--- src/rtl/weight_stream_loader_if.sv ---
// weight_stream_loader_if: control, weight stream and memory write bundle for the loader
interface weight_stream_loader_if #(
  parameter int WEIGHT_DATA_WIDTH = 8,
  parameter int N_DIM_ARRAY       = 4,
  parameter int ADDR_SIZE         = 14
);
  localparam int WW = WEIGHT_DATA_WIDTH * N_DIM_ARRAY;
  logic                         start;
  logic                         abort;
  logic [2:0]                   cfg_mode;
  logic [ADDR_SIZE-1:0]         cfg_base_addr;
  logic [ADDR_SIZE-1:0]         cfg_num_words;
  logic                         s_valid;
  logic [WEIGHT_DATA_WIDTH-1:0] s_data;
  logic                         s_ready;
  logic                         wr_en_ext_fc_w;
  logic [ADDR_SIZE-1:0]         wr_addr_ext_fc_w;
  logic [WW-1:0]                wr_data_ext_fc_w;
  logic                         wr_en_ext_cnn_w;
  logic [ADDR_SIZE-1:0]         wr_addr_ext_cnn_w;
  logic [WW-1:0]                wr_data_ext_cnn_w;
  logic                         busy;
  logic                         done;
  logic                         err;
  modport master (
    input  start, abort, cfg_mode, cfg_base_addr, cfg_num_words, s_valid, s_data,
    output s_ready, wr_en_ext_fc_w, wr_addr_ext_fc_w, wr_data_ext_fc_w,
           wr_en_ext_cnn_w, wr_addr_ext_cnn_w, wr_data_ext_cnn_w, busy, done, err
  );
  modport slave (
    output start, abort, cfg_mode, cfg_base_addr, cfg_num_words, s_valid, s_data,
    input  s_ready, wr_en_ext_fc_w, wr_addr_ext_fc_w, wr_data_ext_fc_w,
           wr_en_ext_cnn_w, wr_addr_ext_cnn_w, wr_data_ext_cnn_w, busy, done, err
  );
endinterface

--- src/rtl/weight_stream_loader.sv ---
// weight_stream_loader: packs a weight byte stream into words and writes them to the FC or CNN weight port
module weight_stream_loader #(
  parameter int WEIGHT_DATA_WIDTH = 8,
  parameter int N_DIM_ARRAY       = 4,
  parameter int ADDR_SIZE         = 14
) (
  input logic clk,
  input logic reset,
  weight_stream_loader_if.master bus
);
  localparam int WW = WEIGHT_DATA_WIDTH * N_DIM_ARRAY;
  localparam int LW = N_DIM_ARRAY > 1 ? $clog2(N_DIM_ARRAY) : 1;
  typedef enum logic [1:0] {IDLE, LOAD, DONE} state_t;
  state_t               state;
  logic                 cnn;
  logic [ADDR_SIZE-1:0] addr;
  logic [ADDR_SIZE-1:0] left;
  logic [LW-1:0]        lane;
  logic [WW-1:0]        word;
  logic [WW-1:0]        packed_w;
  logic [ADDR_SIZE:0]   end_addr;
  logic                 take;
  logic                 last_beat;
  // beat acceptance (abort wins) and the word as it looks with the current beat merged in
  always_comb begin
    end_addr = {1'b0, bus.cfg_base_addr} + {1'b0, bus.cfg_num_words};
    take = state == LOAD && bus.s_ready && bus.s_valid && !bus.abort;
    last_beat = take && lane == LW'(N_DIM_ARRAY - 1);
    packed_w = word;
    packed_w[lane*WEIGHT_DATA_WIDTH +: WEIGHT_DATA_WIDTH] = bus.s_data;
  end
  // transfer FSM; s_ready dropping while in LOAD marks the final write as issued
  always_ff @(posedge clk) begin
    if (!reset) begin
      state                 <= IDLE;
      cnn                   <= 1'b0;
      addr                  <= '0;
      left                  <= '0;
      lane                  <= '0;
      word                  <= '0;
      bus.s_ready           <= 1'b0;
      bus.busy              <= 1'b0;
      bus.done              <= 1'b0;
      bus.err               <= 1'b0;
      bus.wr_en_ext_fc_w    <= 1'b0;
      bus.wr_addr_ext_fc_w  <= '0;
      bus.wr_data_ext_fc_w  <= '0;
      bus.wr_en_ext_cnn_w   <= 1'b0;
      bus.wr_addr_ext_cnn_w <= '0;
      bus.wr_data_ext_cnn_w <= '0;
    end else begin
      bus.done              <= 1'b0;
      bus.err               <= 1'b0;
      bus.wr_en_ext_fc_w    <= 1'b0;
      bus.wr_addr_ext_fc_w  <= '0;
      bus.wr_data_ext_fc_w  <= '0;
      bus.wr_en_ext_cnn_w   <= 1'b0;
      bus.wr_addr_ext_cnn_w <= '0;
      bus.wr_data_ext_cnn_w <= '0;
      case (state)
        IDLE: if (bus.start) begin
          if (bus.cfg_mode > 3'd1 || end_addr > {1'b1, {ADDR_SIZE{1'b0}}}) begin
            bus.err <= 1'b1;
          end else if (bus.cfg_num_words == '0) begin
            state    <= DONE;
            bus.done <= 1'b1;
            bus.busy <= 1'b1;
          end else begin
            state       <= LOAD;
            bus.busy    <= 1'b1;
            bus.s_ready <= 1'b1;
            cnn         <= bus.cfg_mode[0];
            addr        <= bus.cfg_base_addr;
            left        <= bus.cfg_num_words;
            lane        <= '0;
          end
        end
        LOAD: if (bus.abort) begin
          state       <= IDLE;
          bus.busy    <= 1'b0;
          bus.s_ready <= 1'b0;
          lane        <= '0;
        end else if (!bus.s_ready) begin
          state    <= DONE;
          bus.done <= 1'b1;
        end else if (take) begin
          word <= packed_w;
          lane <= last_beat ? '0 : lane + 1'b1;
          if (last_beat) begin
            bus.wr_en_ext_fc_w    <= !cnn;
            bus.wr_addr_ext_fc_w  <= cnn ? '0 : addr;
            bus.wr_data_ext_fc_w  <= cnn ? '0 : packed_w;
            bus.wr_en_ext_cnn_w   <= cnn;
            bus.wr_addr_ext_cnn_w <= cnn ? addr : '0;
            bus.wr_data_ext_cnn_w <= cnn ? packed_w : '0;
            addr                  <= addr + 1'b1;
            left                  <= left - 1'b1;
            bus.s_ready           <= left != ADDR_SIZE'(1);
          end
        end
        DONE: begin
          state    <= IDLE;
          bus.busy <= 1'b0;
        end
        default: state <= IDLE;
      endcase
    end
  end
endmodule
--- src/flat_wrapper.sv ---
// flat-port wrapper written by rule: the top's interface ports become plain ports
module weight_stream_loader_flat 
#(
  parameter int WEIGHT_DATA_WIDTH = 8,
  parameter int N_DIM_ARRAY       = 4,
  parameter int ADDR_SIZE         = 14
)
  (clk, reset, bus_start, bus_abort, bus_cfg_mode, bus_cfg_base_addr, bus_cfg_num_words, bus_s_valid, bus_s_data, bus_s_ready, bus_wr_en_ext_fc_w, bus_wr_addr_ext_fc_w, bus_wr_data_ext_fc_w, bus_wr_en_ext_cnn_w, bus_wr_addr_ext_cnn_w, bus_wr_data_ext_cnn_w, bus_busy, bus_done, bus_err);
  weight_stream_loader_if #(.WEIGHT_DATA_WIDTH(WEIGHT_DATA_WIDTH), .N_DIM_ARRAY(N_DIM_ARRAY), .ADDR_SIZE(ADDR_SIZE)) bus_i ();
  input logic clk;
  input logic reset;
  input wire logic [$bits(bus_i.start)-1:0] bus_start;
  input wire logic [$bits(bus_i.abort)-1:0] bus_abort;
  input wire logic [$bits(bus_i.cfg_mode)-1:0] bus_cfg_mode;
  input wire logic [$bits(bus_i.cfg_base_addr)-1:0] bus_cfg_base_addr;
  input wire logic [$bits(bus_i.cfg_num_words)-1:0] bus_cfg_num_words;
  input wire logic [$bits(bus_i.s_valid)-1:0] bus_s_valid;
  input wire logic [$bits(bus_i.s_data)-1:0] bus_s_data;
  output wire logic [$bits(bus_i.s_ready)-1:0] bus_s_ready;
  output wire logic [$bits(bus_i.wr_en_ext_fc_w)-1:0] bus_wr_en_ext_fc_w;
  output wire logic [$bits(bus_i.wr_addr_ext_fc_w)-1:0] bus_wr_addr_ext_fc_w;
  output wire logic [$bits(bus_i.wr_data_ext_fc_w)-1:0] bus_wr_data_ext_fc_w;
  output wire logic [$bits(bus_i.wr_en_ext_cnn_w)-1:0] bus_wr_en_ext_cnn_w;
  output wire logic [$bits(bus_i.wr_addr_ext_cnn_w)-1:0] bus_wr_addr_ext_cnn_w;
  output wire logic [$bits(bus_i.wr_data_ext_cnn_w)-1:0] bus_wr_data_ext_cnn_w;
  output wire logic [$bits(bus_i.busy)-1:0] bus_busy;
  output wire logic [$bits(bus_i.done)-1:0] bus_done;
  output wire logic [$bits(bus_i.err)-1:0] bus_err;
  assign bus_i.start = bus_start;
  assign bus_i.abort = bus_abort;
  assign bus_i.cfg_mode = bus_cfg_mode;
  assign bus_i.cfg_base_addr = bus_cfg_base_addr;
  assign bus_i.cfg_num_words = bus_cfg_num_words;
  assign bus_i.s_valid = bus_s_valid;
  assign bus_i.s_data = bus_s_data;
  assign bus_s_ready = bus_i.s_ready;
  assign bus_wr_en_ext_fc_w = bus_i.wr_en_ext_fc_w;
  assign bus_wr_addr_ext_fc_w = bus_i.wr_addr_ext_fc_w;
  assign bus_wr_data_ext_fc_w = bus_i.wr_data_ext_fc_w;
  assign bus_wr_en_ext_cnn_w = bus_i.wr_en_ext_cnn_w;
  assign bus_wr_addr_ext_cnn_w = bus_i.wr_addr_ext_cnn_w;
  assign bus_wr_data_ext_cnn_w = bus_i.wr_data_ext_cnn_w;
  assign bus_busy = bus_i.busy;
  assign bus_done = bus_i.done;
  assign bus_err = bus_i.err;
  weight_stream_loader #(.WEIGHT_DATA_WIDTH(WEIGHT_DATA_WIDTH), .N_DIM_ARRAY(N_DIM_ARRAY), .ADDR_SIZE(ADDR_SIZE)) u_core (.clk(clk), .reset(reset), .bus(bus_i));
endmodule
--- config.mk ---
export PLATFORM = sky130hd
export DESIGN_NAME = weight_stream_loader_flat
export DESIGN_NICKNAME = d
export VERILOG_FILES = /design/src/rtl/weight_stream_loader_if.sv /design/src/rtl/weight_stream_loader.sv /design/src/flat_wrapper.sv
export SDC_FILE = /design/constraint.sdc
export NUM_CORES = 1
export LEC_CHECK = 0
export CAP_MARGIN = 40
export CORE_UTILIZATION = 30
export CTS_CLUSTER_SIZE = 28
export DETAILED_ROUTE_END_ITERATION = 12
export SETUP_SLACK_MARGIN = 0.5
export SYNTH_ARGS = -nofsm -noshare
export SYNTH_HDL_FRONTEND = slang
export SYNTH_SLANG_ARGS = --single-unit
--- constraint.sdc ---
create_clock -name clk -period 4.2 [get_ports clk]
set_input_delay 0.63 -clock clk [delete_from_list [all_inputs] [get_ports clk]]
set_output_delay 0.63 -clock clk [all_outputs]
set_load 0.01 [all_outputs]
==> summary.txt, run 1 <==
Status
  • Status: complete, no violations

Routing
  • Detailed-route DRC error count: 0
  • Via density: 5.01
  • Wire per inst: 15.5 um
  • Vias post-DR: 6110
  • Routed Antenna Nets: 0
  • Final WL: 18.9 mm
  • DR iter-0 viols: 456
  • TritonRoute pass-1 iters: 5

Critical path
  • Register-to-Register Path Depth: 11
  • CP required: 4.52 ns
  • WP data arrival: 3.89 ns
  • CP endpoint kind: flip-flop
  • Worst Setup Start Kind: input port
  • Crit path max fanout: 56
  • Crit path kind: input port to flip-flop

Power and ir drop
  • Worst VDD drop: 0.210 mV
  • PD cells: 388 nW/um^2
  • LEAKAGE: 3.40 nW
  • Final Power: 0.00356 W

STA
  • Rel. slew slack: 51.9%
  • Tcrit/Tclk final: 84.9%
  • Final Hold Viols: 0
  • Setup TNS: 0 ns
  • Worst-Margin Slew: 0.716 ns
  • Unrepaired setup endpoints after global routing: false
  • Tmin final: 3.57 ns
  • Worst Skew: 0.0120 ns
  • FMAX: 0.280 GHz
  • WHS: 0.477 ns
  • Final Setup Violations: 0
  • Max Slew Vio Count: 0

CTS
  • CTS sink cnt: 163
  • Clock Latency Late Sink: 0.43 ns
  • Setup repair bufs after CTS: 0
  • CTS Buffer Depth: 2
  • Total CTS buffers: 17
  • TritonCTS clock tree: built
  • Clock root buffer master: clkbuf_16
  • H-tree Lvls: 4
  • Hold buffers post-CTS: 0
  • Worst-path clk slew: 0.07 ns

GRT
  • First-pass GRT wire length: 30.4 mm
  • Vias in the first global route: 5614
  • Number of antenna violations at the first check in global routing: 0
  • GRT Total Usage: 16.3%
  • Largest net degree at the start of global routing: 57
  • Remaining global-route overflow: 0

Synthesis
  • Cell Area, Synth: 6880 um^2
  • Avg Inst Size Synth: 8.59 um^2
  • Distinct cells, synth: 59
  • Sequential-to-total area share from yosys stat: 47.4%
  • Mapped Nets: 871
  • Ys async rst share: 0%
  • Yosys top cell area share: 47.4%
  • Post-synth top area cell: dfxtp_1
  • Syn Inst Count: 801
  • Yosys warns: 0
  • EDFF count, synth: 0
  • Ranking of synthesized cells by area: dfxtp_1 (47%), nor2_1 (7.3%), a21oi_1 (6.0%)
  • FF+latch count, synth: 163
  • Main synth FF type: dfxtp_1

Floorplanning
  • I/O pins: 142
  • Die height: 153 um
  • Rows: 55
  • Die area: 23500 um^2
  • Die X: 153 um
  • Core Footprint: 22600 um^2
  • Initial Util: 30.5%

Finish
  • Final nets: 992
  • Commonest non-fill, non-tap cell in the layout: dfxtp_1
  • Area grow syn2layout: 33.6%
  • Number of diodes: 0
  • Leading cell types in the layout, fill and taps excluded: dfxtp_1 (163), clkdlybuf4s50_1 (141), nor2_1 (133)
  • Utilization after layout: 40.7%
  • # fillers: 2260
  • Layout cells sized above 1: 6.95%
  • Multi-input gate area: 3340 um^2
  • FF+latch area: 3260 um^2

Worst hold path
  • Hold path cells: 2
  • Hold crit path type: flip-flop to flip-flop

Run
  • Max-Cap Viols: 0

Place
  • Dpl hpwl: 13.2 mm
  • GP Congestion: 0.798
  • IO Port Bufs: 141
[final timing paths]
kind / from / end / slack [ns]
min reg2reg: u_core.left[13] / u_core.left[13] / 0.48
min: u_core.left[13] / u_core.left[13] / 0.48
max: bus_cfg_base_addr[6] / u_core.left[7] / 0.63
max reg2reg: u_core.state[1] / u_core.bus.wr_addr_ext_fc_w[6] / 1.18
[stage by stage]
step / setup slack (ns) / instances / area [um^2]
6_report: 0.633 / 1220 / 9190
5_1_grt: 0.515 / 1220 / 9190
4_1_cts: 0.550 / 1220 / 9170
3_5_place_dp: 0.0419 / 1188 / 8550
3_3_place_gp: 0.140 / 1185 / 8520
2_1_floorplan: 0.821 / 801 / 6880
[Yosys cell counts (8+ instances only)]
library cell / count
a21oi_1: 82
a22oi_1: 33
and2_1: 32
clkbuf_1: 46
dfxtp_1: 163
ha_1: 25
inv_1: 19
nand2_1: 59
nand3_1: 11
nand4_1: 9
nor2_1: 133
nor2b_1: 36
nor3_1: 16
o21ai_0: 11
o31ai_1: 8
o32ai_1: 12
[critical path: stages]
cell and delay (ns):
clkdlybuf4s50_1 0.50, ha_1 0.39, a211o_1 0.33, a21oi_2 0.18, nor2_1 0.08, or4_1 0.46, a21oi_1 0.27, a41oi_4 0.19
o21a_1 0.25, buf_12 0.18, o21a_1 0.21, o21a_1 0.17
[logic make-up after synthesis]
kind of cell	share of synthesized area, %
simple gates	22.6
compound gates	19.4
flops	47.4
buf+inv	4.40
fa+ha+maj	4.84
xor+xnor	0.891
mux	0.437
[flip-flops by register name, summed over array words and instances, names as in the netlist]
signal                        count
u_core.word                      32
u_core.bus.wr_data_ext_fc_w      32
u_core.bus.s_ready                1
u_core.bus.wr_addr_ext_fc_w      14
u_core.bus.wr_en_ext_fc_w         1
u_core.left                      14
u_core.bus.done                   1
u_core.addr                      14
u_core.bus.wr_addr_ext_cnn_w     14
u_core.bus.busy                   1
u_core.cnn                        1
u_core.bus.wr_data_ext_cnn_w     32
u_core.bus.err                    1
u_core.state                      2
u_core.bus.wr_en_ext_cnn_w        1
u_core.lane                       2
[where the power goes]
| part | internal, W | total, W | switching [W] |
|---|---|---|---|
| Clock | 0.000957 | 0.00163 | 0.000675 |
| Combinational | 0.000148 | 0.000353 | 0.000205 |
| Sequential | 0.00156 | 0.00158 | 0.0000167 |
[repair_timing]
item,CTS,global route
setup endpoints to repair,1,27
gates resized for setup,1,4
pin swaps,0,3
[cell type report]
cell class	instances	area share, %
Clock buffer	18	4.67
Sequential cell	163	35.5
Multi-Input combinational cell	563	36.3
Timing Repair Buffer	155	16.7
Tap cell	285	3.88
Inverter	22	0.898
Clock inverter	14	2.04
[routing by layer]
metal,up-vias,GRT usage [%],part of all wire [%]
li1,3034,-,-
met1,2901,23.0,49
met2,153,25.3,46
met3,22,2.86,3.6
met4,0,4.76,1.3
met5,-,0,0
Power figures use the tool's default switching activity.
==> run 2, diff against run 1 <==
Clock period 4.2 ns to 3.6 ns, I/O delays scaled along.
==> run 2 against run 1 <==
Sequential cell count is the same. Total power increased by 14%. Via count rose by 2.8%. Count of clock-buffer cells in the layout is the same. Combinational power increased by 47%. Register-to-register slack got worse by 0.22 ns. Sequential share of layout area fell by 2.3 points. Non-clock buffer count rose by 48. Critical path type unchanged. Critical endpoint is now u_core.left[5]. Largest cell class unchanged. Highest routed layer unchanged.
==> summary.txt, run 2 (synthesis gave the netlist of run 1 again) <==
Status
  • Status: complete, no violations

Worst hold path
  • Hold path startpoint: u_core.left[13]
  • Hold crit path type: flip-flop to flip-flop
  • Hold EP: u_core.left[13]
  • Hold path cells: 2 (unchanged)

Place
  • # placed instances: 1227 (+3.3%)
  • GP Congestion: 0.848 (+6.3%)
  • Dpl hpwl: 13.5 mm (+2.7%)
  • IO Port Bufs: 141 (unchanged)
  • Cell Area, Placed: 8880 um^2 (+3.9%)

Critical path
  • CP delay by family, top: compound AO/OA/AOI/OAI gates
  • Cells along the critical path: buf_8, ha_4, fa_2, buf_4, a211oi_4, o21ai_2, a221o_1, a21oi_2, xor2_1, a41oi_4, o21a_4, buf_12, o21ba_4, o221a_4
  • Crit path max fanout: 8 (-86%)
  • Crit-path max cell delay: 0.41 ns (-0.09 ns)
  • Source of the worst register-to-register timing path: u_core.state[1]
  • Worst path slowest cell: fa_2
  • Endpoint of the lowest-slack register-to-register path: u_core.bus.wr_addr_ext_cnn_w[2]
  • Buf+Inv Stages, Crit Path: 3 (+1)
  • CP required: 3.97 ns (-0.55 ns)
  • Worst Setup Start Kind: input port
  • Crit path kind: input port to flip-flop
  • CP endpoint kind: flip-flop
  • R2r setup slk: 0.96 ns (-0.22 ns)
  • WP data arrival: 3.49 ns (-0.40 ns)
  • Crit. path cell count: 14 (+2)
  • Register-to-Register Path Depth: 11 (unchanged)

CTS
  • TritonCTS clock tree: built
  • CTS Buffer Depth: 2 (unchanged)
  • H-tree Lvls: 4 (unchanged)
  • Worst-path clk slew: 0.06 ns (about the same)
  • CTS sink cnt: 163 (unchanged)
  • Clock root buffer master: clkbuf_16
  • Total CTS buffers: 17 (unchanged)
  • Clock Latency Late Sink: 0.43 ns (about the same)

STA
  • Rel. slew slack: 65.6% (+14 points)
  • Worst-Margin Slew: 0.511 ns (-0.205 ns)
  • Worst Skew: 0.0107 ns (-0.00132 ns)
  • Unrepaired setup endpoints after global routing: true
  • Tcrit/Tclk final: 86.6%
  • Max Slew Vio Count: 0 (unchanged)
  • FMAX: 0.321 GHz
  • Tmin final: 3.12 ns
  • Final Hold Viols: 0 (unchanged)
  • Final Setup Violations: 0 (unchanged)
  • WHS: 0.476 ns (-0.00138 ns)

Routing
  • TritonRoute pass-1 iters: 5 (unchanged)
  • DR iter-0 viols: 272 (-40%)
  • Final WL: 19.6 mm (+3.6%)
  • Detailed-route DRC error count: 0 (unchanged)
  • Via density: 4.95 (-1.1%)
  • Routed Antenna Nets: 0 (unchanged)
  • Wire per inst: 15.4 um (-0.28%)
  • Vias post-DR: 6281 (+2.8%)

Finish
  • Final nets: 1040 (+4.8%)
  • Post-route insts no fill: 1268 (+3.9%)
  • Layout cells sized above 1: 14.1% (+7.2 points)
  • # fillers: 2189 (-3.1%)
  • Leading cell types in the layout, fill and taps excluded: dfxtp_1 (163), nor2_1 (131), clkdlybuf4s50_1 (125)
  • Post-route cell area: 9820 um^2 (+6.9%)
  • Area grow syn2layout: 42.8%
  • Number of diodes: 0 (unchanged)
  • Biggest registers after layout: u_core.bus.wr_data_ext_cnn_w (32), u_core.bus.wr_data_ext_fc_w (32), u_core.word (32)
  • Multi-input gate area: 3560 um^2 (+6.8%)
  • FF+latch area: 3260 um^2 (unchanged)
  • Commonest non-fill, non-tap cell in the layout: dfxtp_1

Run
  • Max-Cap Viols: 0 (unchanged)

Floorplanning
  • I/O pins: 142 (unchanged)
  • Die area: 23500 um^2 (unchanged)
  • Die X: 153 um (unchanged)
  • Initial Util: 30.5% (unchanged)
  • Core Footprint: 22600 um^2 (unchanged)
  • Die height: 153 um (unchanged)
  • Rows: 55 (unchanged)

GRT
  • Remaining global-route overflow: 0 (unchanged)
  • Number of antenna violations at the first check in global routing: 0 (unchanged)
  • Largest net degree at the start of global routing: 49 (-14%)
  • GRT Total Usage: 16.7% (+0.35 points)
  • First-pass GRT wire length: 31.1 mm (+2.2%)
  • Vias in the first global route: 5934 (+5.7%)

Power and ir drop
  • PD cells: 414 nW/um^2 (+6.8%)
  • LEAKAGE: 3.74 nW (+10%)
  • Worst VDD drop: 0.212 mV (+0.75%)
## run 2: cell count changes in the layout (fill, tap and decap cells not counted), sizes merged, moves of 4 or more
cell,previous run,this run
clkbuf,18,22
dlygate4sd2,0,7
dlymetal6s2s,0,6
buf,14,60
clkinv,2,6
clkdlybuf4s50,141,125
## run 2: per-layer routing
layer,GRT usage (%),wire [um],up-vias
met5,0,0,-
met4,5.38,227,0
met3,2.89,725,18
met2,26.7,9260,149
met1,22.7,9330,2975
li1,-,-,3139
## run 2: what timing repair did
action / CTS / global route
setup endpoints to repair: 36 / 35
setup buffers: 3 / 2
resized for setup: 22 / 45
pin swaps: 12 / 22
gates cloned: 0 / 4
hold buffers: 0 / 0
## run 2: final cells by class
class / count / area share [%]
inverter: 22 / 0.841
tap: 285 / 3.63
sequential: 163 / 33.2
clock inverter: 14 / 1.26
timing repair buffer: 203 / 20.4
clock buffer: 18 / 4.37
multi-input combinational: 563 / 36.3
## run 2: worst max-delay path by stage
stage                               from  slack, ns        endpoint
finish              bus_cfg_base_addr[0]       0.48  u_core.left[5]
global route        bus_cfg_base_addr[0]       0.42  u_core.left[5]
CTS                 bus_cfg_num_words[0]       0.50  u_core.left[1]
detailed placement  bus_cfg_num_words[0]      -0.31  u_core.left[5]
global placement    bus_cfg_num_words[0]      -0.28  u_core.left[5]
floorplan           bus_cfg_num_words[0]       0.50  u_core.lane[0]
## run 2: stage by stage
stage	setup TNS (ns)	total power [W]	utilization, %	setup WS (ns)
2_1_floorplan	0	0.00214	-	0.501
3_3_place_gp	-5.25	0.00232	39.3	-0.275
3_5_place_dp	-6.25	0.00233	39.4	-0.308
4_1_cts	0	0.00406	42.2	0.497
5_1_grt	0	0.00424	43.5	0.415
6_report	0	0.00407	43.5	0.484
## run 2: tightest hold or removal path, delay by kind of cell, from the launching register on
kind / cells / cell delay, ns
AOI/OAI and AO/OA: 1 / 0.06
and+or+nand+nor: 1 / 0.05
DFF: 1 / 0.32
## run 2: report_power, final
part           leakage (nW)  switching (W)  internal (W)
Clock                 0.270       0.000800      0.000905
Sequential             1.31      0.0000194       0.00182
Combinational          2.15       0.000274      0.000245
Total                  3.74        0.00109       0.00297
==> run 3, diff against run 2 <==
Settings changed: CORE_MARGIN from default to 2.
==> run 3 against run 2 <==
Sequential cell count did not move. Clock skew decreased by 0.0025 ns. Count of clock-buffer cells in the layout down 1. Register-to-register slack gained 0.12 ns. Via count fell by 0.76%. Largest cell class unchanged. Clock power rose by 14%. Die area grew 2.6%. Routed wire length is 0.41% higher.
==> summary.txt, run 3 (synthesis gave the netlist of run 1 again) <==
Status
  • Status: complete, no violations

Critical path
  • WP data arrival: 3.34 ns (-0.15 ns)
  • Cells along the critical path: buf_8, ha_4, fa_2, a211oi_4, o21ai_2, xor2_2, a2111oi_4, o211a_1, a41oi_2, o21a_4, bufbuf_16, a21oi_1, o32ai_1
  • CP endpoint kind: flip-flop
  • Worst path slowest cell: fa_2
  • Crit path max fanout: 5 (-3)
  • Register-to-Register Path Depth: 10 (-1)
  • Worst setup startpoint: bus_cfg_num_words[0]
  • CP required: 3.89 ns (-0.08 ns)
  • Worst Setup Start Kind: input port
  • Source of the worst register-to-register timing path: u_core.state[1]
  • Crit-path max cell delay: 0.39 ns (-0.02 ns)
  • Crit path kind: input port to flip-flop

Finish
  • Layout cells sized above 1: 14.7% (+0.52 points)
  • Area grow syn2layout: 43.1%
  • Number of diodes: 0 (unchanged)
  • Commonest non-fill, non-tap cell in the layout: dfxtp_1
  • Final nets: 1039 (-0.096%)
  • Leading cell types in the layout, fill and taps excluded: dfxtp_1 (163), nor2_1 (132), clkdlybuf4s50_1 (123)
  • Multi-input gate area: 3560 um^2 (-0.21%)
  • # fillers: 2207 (+0.82%)
  • FF+latch area: 3260 um^2 (unchanged)
  • Biggest registers after layout: u_core.bus.wr_data_ext_cnn_w (32), u_core.bus.wr_data_ext_fc_w (32), u_core.word (32)

STA
  • Worst Skew: 0.00817 ns (-0.00254 ns)
  • Max Slew Vio Count: 0 (unchanged)
  • Unrepaired setup endpoints after global routing: true
  • Final Setup Violations: 0 (unchanged)
  • Final Hold Viols: 0 (unchanged)
  • Tcrit/Tclk final: 84.6% (-1.9 points)
  • Setup TNS: 0 ns (unchanged)
  • WHS: 0.474 ns (-0.00175 ns)
  • Worst-Margin Slew: 0.607 ns (+0.0968 ns)
  • Rel. slew slack: 59.1% (-6.5 points)
  • Tmin final: 3.05 ns (-0.0689 ns)
  • FMAX: 0.328 GHz (+2.3%)

Floorplanning
  • Initial Util: 30.5% (unchanged)
  • Die area: 24200 um^2 (+2.6%)
  • Core Footprint: 22600 um^2 (unchanged)
  • Die height: 155 um (+1.3%)
  • Rows: 55 (unchanged)
  • Die X: 155 um (+1.3%)
  • I/O pins: 142 (unchanged)

Power and ir drop
  • PD cells: 439 nW/um^2 (+6.0%)
  • LEAKAGE: 3.73 nW (-0.22%)
  • Worst VDD drop: 0.236 mV (+11%)

Routing
  • Vias post-DR: 6233 (-0.76%)
  • Routed Antenna Nets: 0 (unchanged)
  • Via density: 4.92 (-0.69%)
  • DR iter-0 viols: 313 (+15%)
  • TritonRoute pass-1 iters: 4 (-1)
  • Detailed-route DRC error count: 0 (unchanged)
  • Final WL: 19.6 mm (+0.41%)
  • Wire per inst: 15.5 um (+0.49%)

CTS
  • Worst-path clk slew: 0.06 ns (about the same)
  • H-tree Lvls: 4 (unchanged)
  • Total CTS buffers: 17 (unchanged)
  • CTS sink cnt: 163 (unchanged)
  • Clock root buffer master: clkbuf_16
  • CTS Buffer Depth: 2 (unchanged)
  • TritonCTS clock tree: built
  • Clock Latency Late Sink: 0.43 ns (about the same)

Place
  • IO Port Bufs: 141 (unchanged)
  • GP Congestion: 0.838 (-1.2%)
  • Dpl hpwl: 13.6 mm (+1.0%)

GRT
  • GRT Total Usage: 16.4% (-0.29 points)
  • Remaining global-route overflow: 0 (unchanged)
  • Vias in the first global route: 5816 (-2.0%)
  • Met1 Track Usage GR: 22.9% (+0.26 points)
  • Number of antenna violations at the first check in global routing: 0 (unchanged)
  • Largest net degree at the start of global routing: 49 (unchanged)
  • First-pass GRT wire length: 31.3 mm (+0.69%)
  • Busiest layer in global routing: met2
  • Met3 Track Usage GR: 2.34% (-0.55 points)
  • GRT met2 Usage: 25.7% (-1.0 points)

Worst hold path
  • Hold path startpoint: u_core.left[13]
  • Hold path cells: 2 (unchanged)
  • Hold crit path type: flip-flop to flip-flop

Run
  • Max-Cap Viols: 0 (unchanged)
run 3: final cells by class:
type,instances,area share (%)
inverters,22,0.839
clock buffers,17,4.32
multi-input cells,563,36.1
well taps,285,3.62
clock inverters,15,2.16
repair buffers,202,19.8
flip-flops and latches,163,33.2
run 3: critical path: cells and delay by family:
kind	cells	cell delay (ns)
buf+inv	2	0.38
compound gates	8	1.65
fa+ha+maj	2	0.54
xor+xnor	1	0.21
run 3: power by group:
part	switching (W)	internal, W	total (W)	leakage [nW]
combinational	0.000276	0.000247	0.000523	2.10
sequential	0.0000195	0.00182	0.00184	1.31
clock	0.000828	0.00113	0.00195	0.310
total	0.00112	0.00319	0.00432	3.73
run 3: routing by layer:
metal / up-vias / share of wire (%)
met5: - / 0
met4: 0 / 1.6
met3: 23 / 3.5
met2: 136 / 47
met1: 2949 / 48
li1: 3125 / -
run 3: final timing paths:
path                                                  endpoint  slack (ns)
worst max-delay path                            u_core.addr[4]        0.55
worst min-delay path                           u_core.left[13]        0.47
worst max register to register  u_core.bus.wr_addr_ext_fc_w[2]        1.08
worst min register to register                 u_core.left[13]        0.47
run 3: stage by stage:
step	power [W]	instances	setup WS [ns]	utilization (%)	cell area, um^2
after floorplan	0.00214	801	0.501	-	6910
after global placement	0.00233	1228	-0.247	39.3	8880
after detailed placement	0.00233	1229	-0.359	39.4	8900
after CTS	0.00433	1266	0.502	43.0	9710
after global routing	0.00450	1267	0.454	43.6	9840
final	0.00432	1267	0.553	43.6	9840
run 3: repair_timing:
item	in CTS	in global routing
buffers inserted	3	1
gates cloned	2	0
hold buffers	0	0
endpoints found under the setup margin	37	31
pin swaps	14	17
resized for setup	42	30
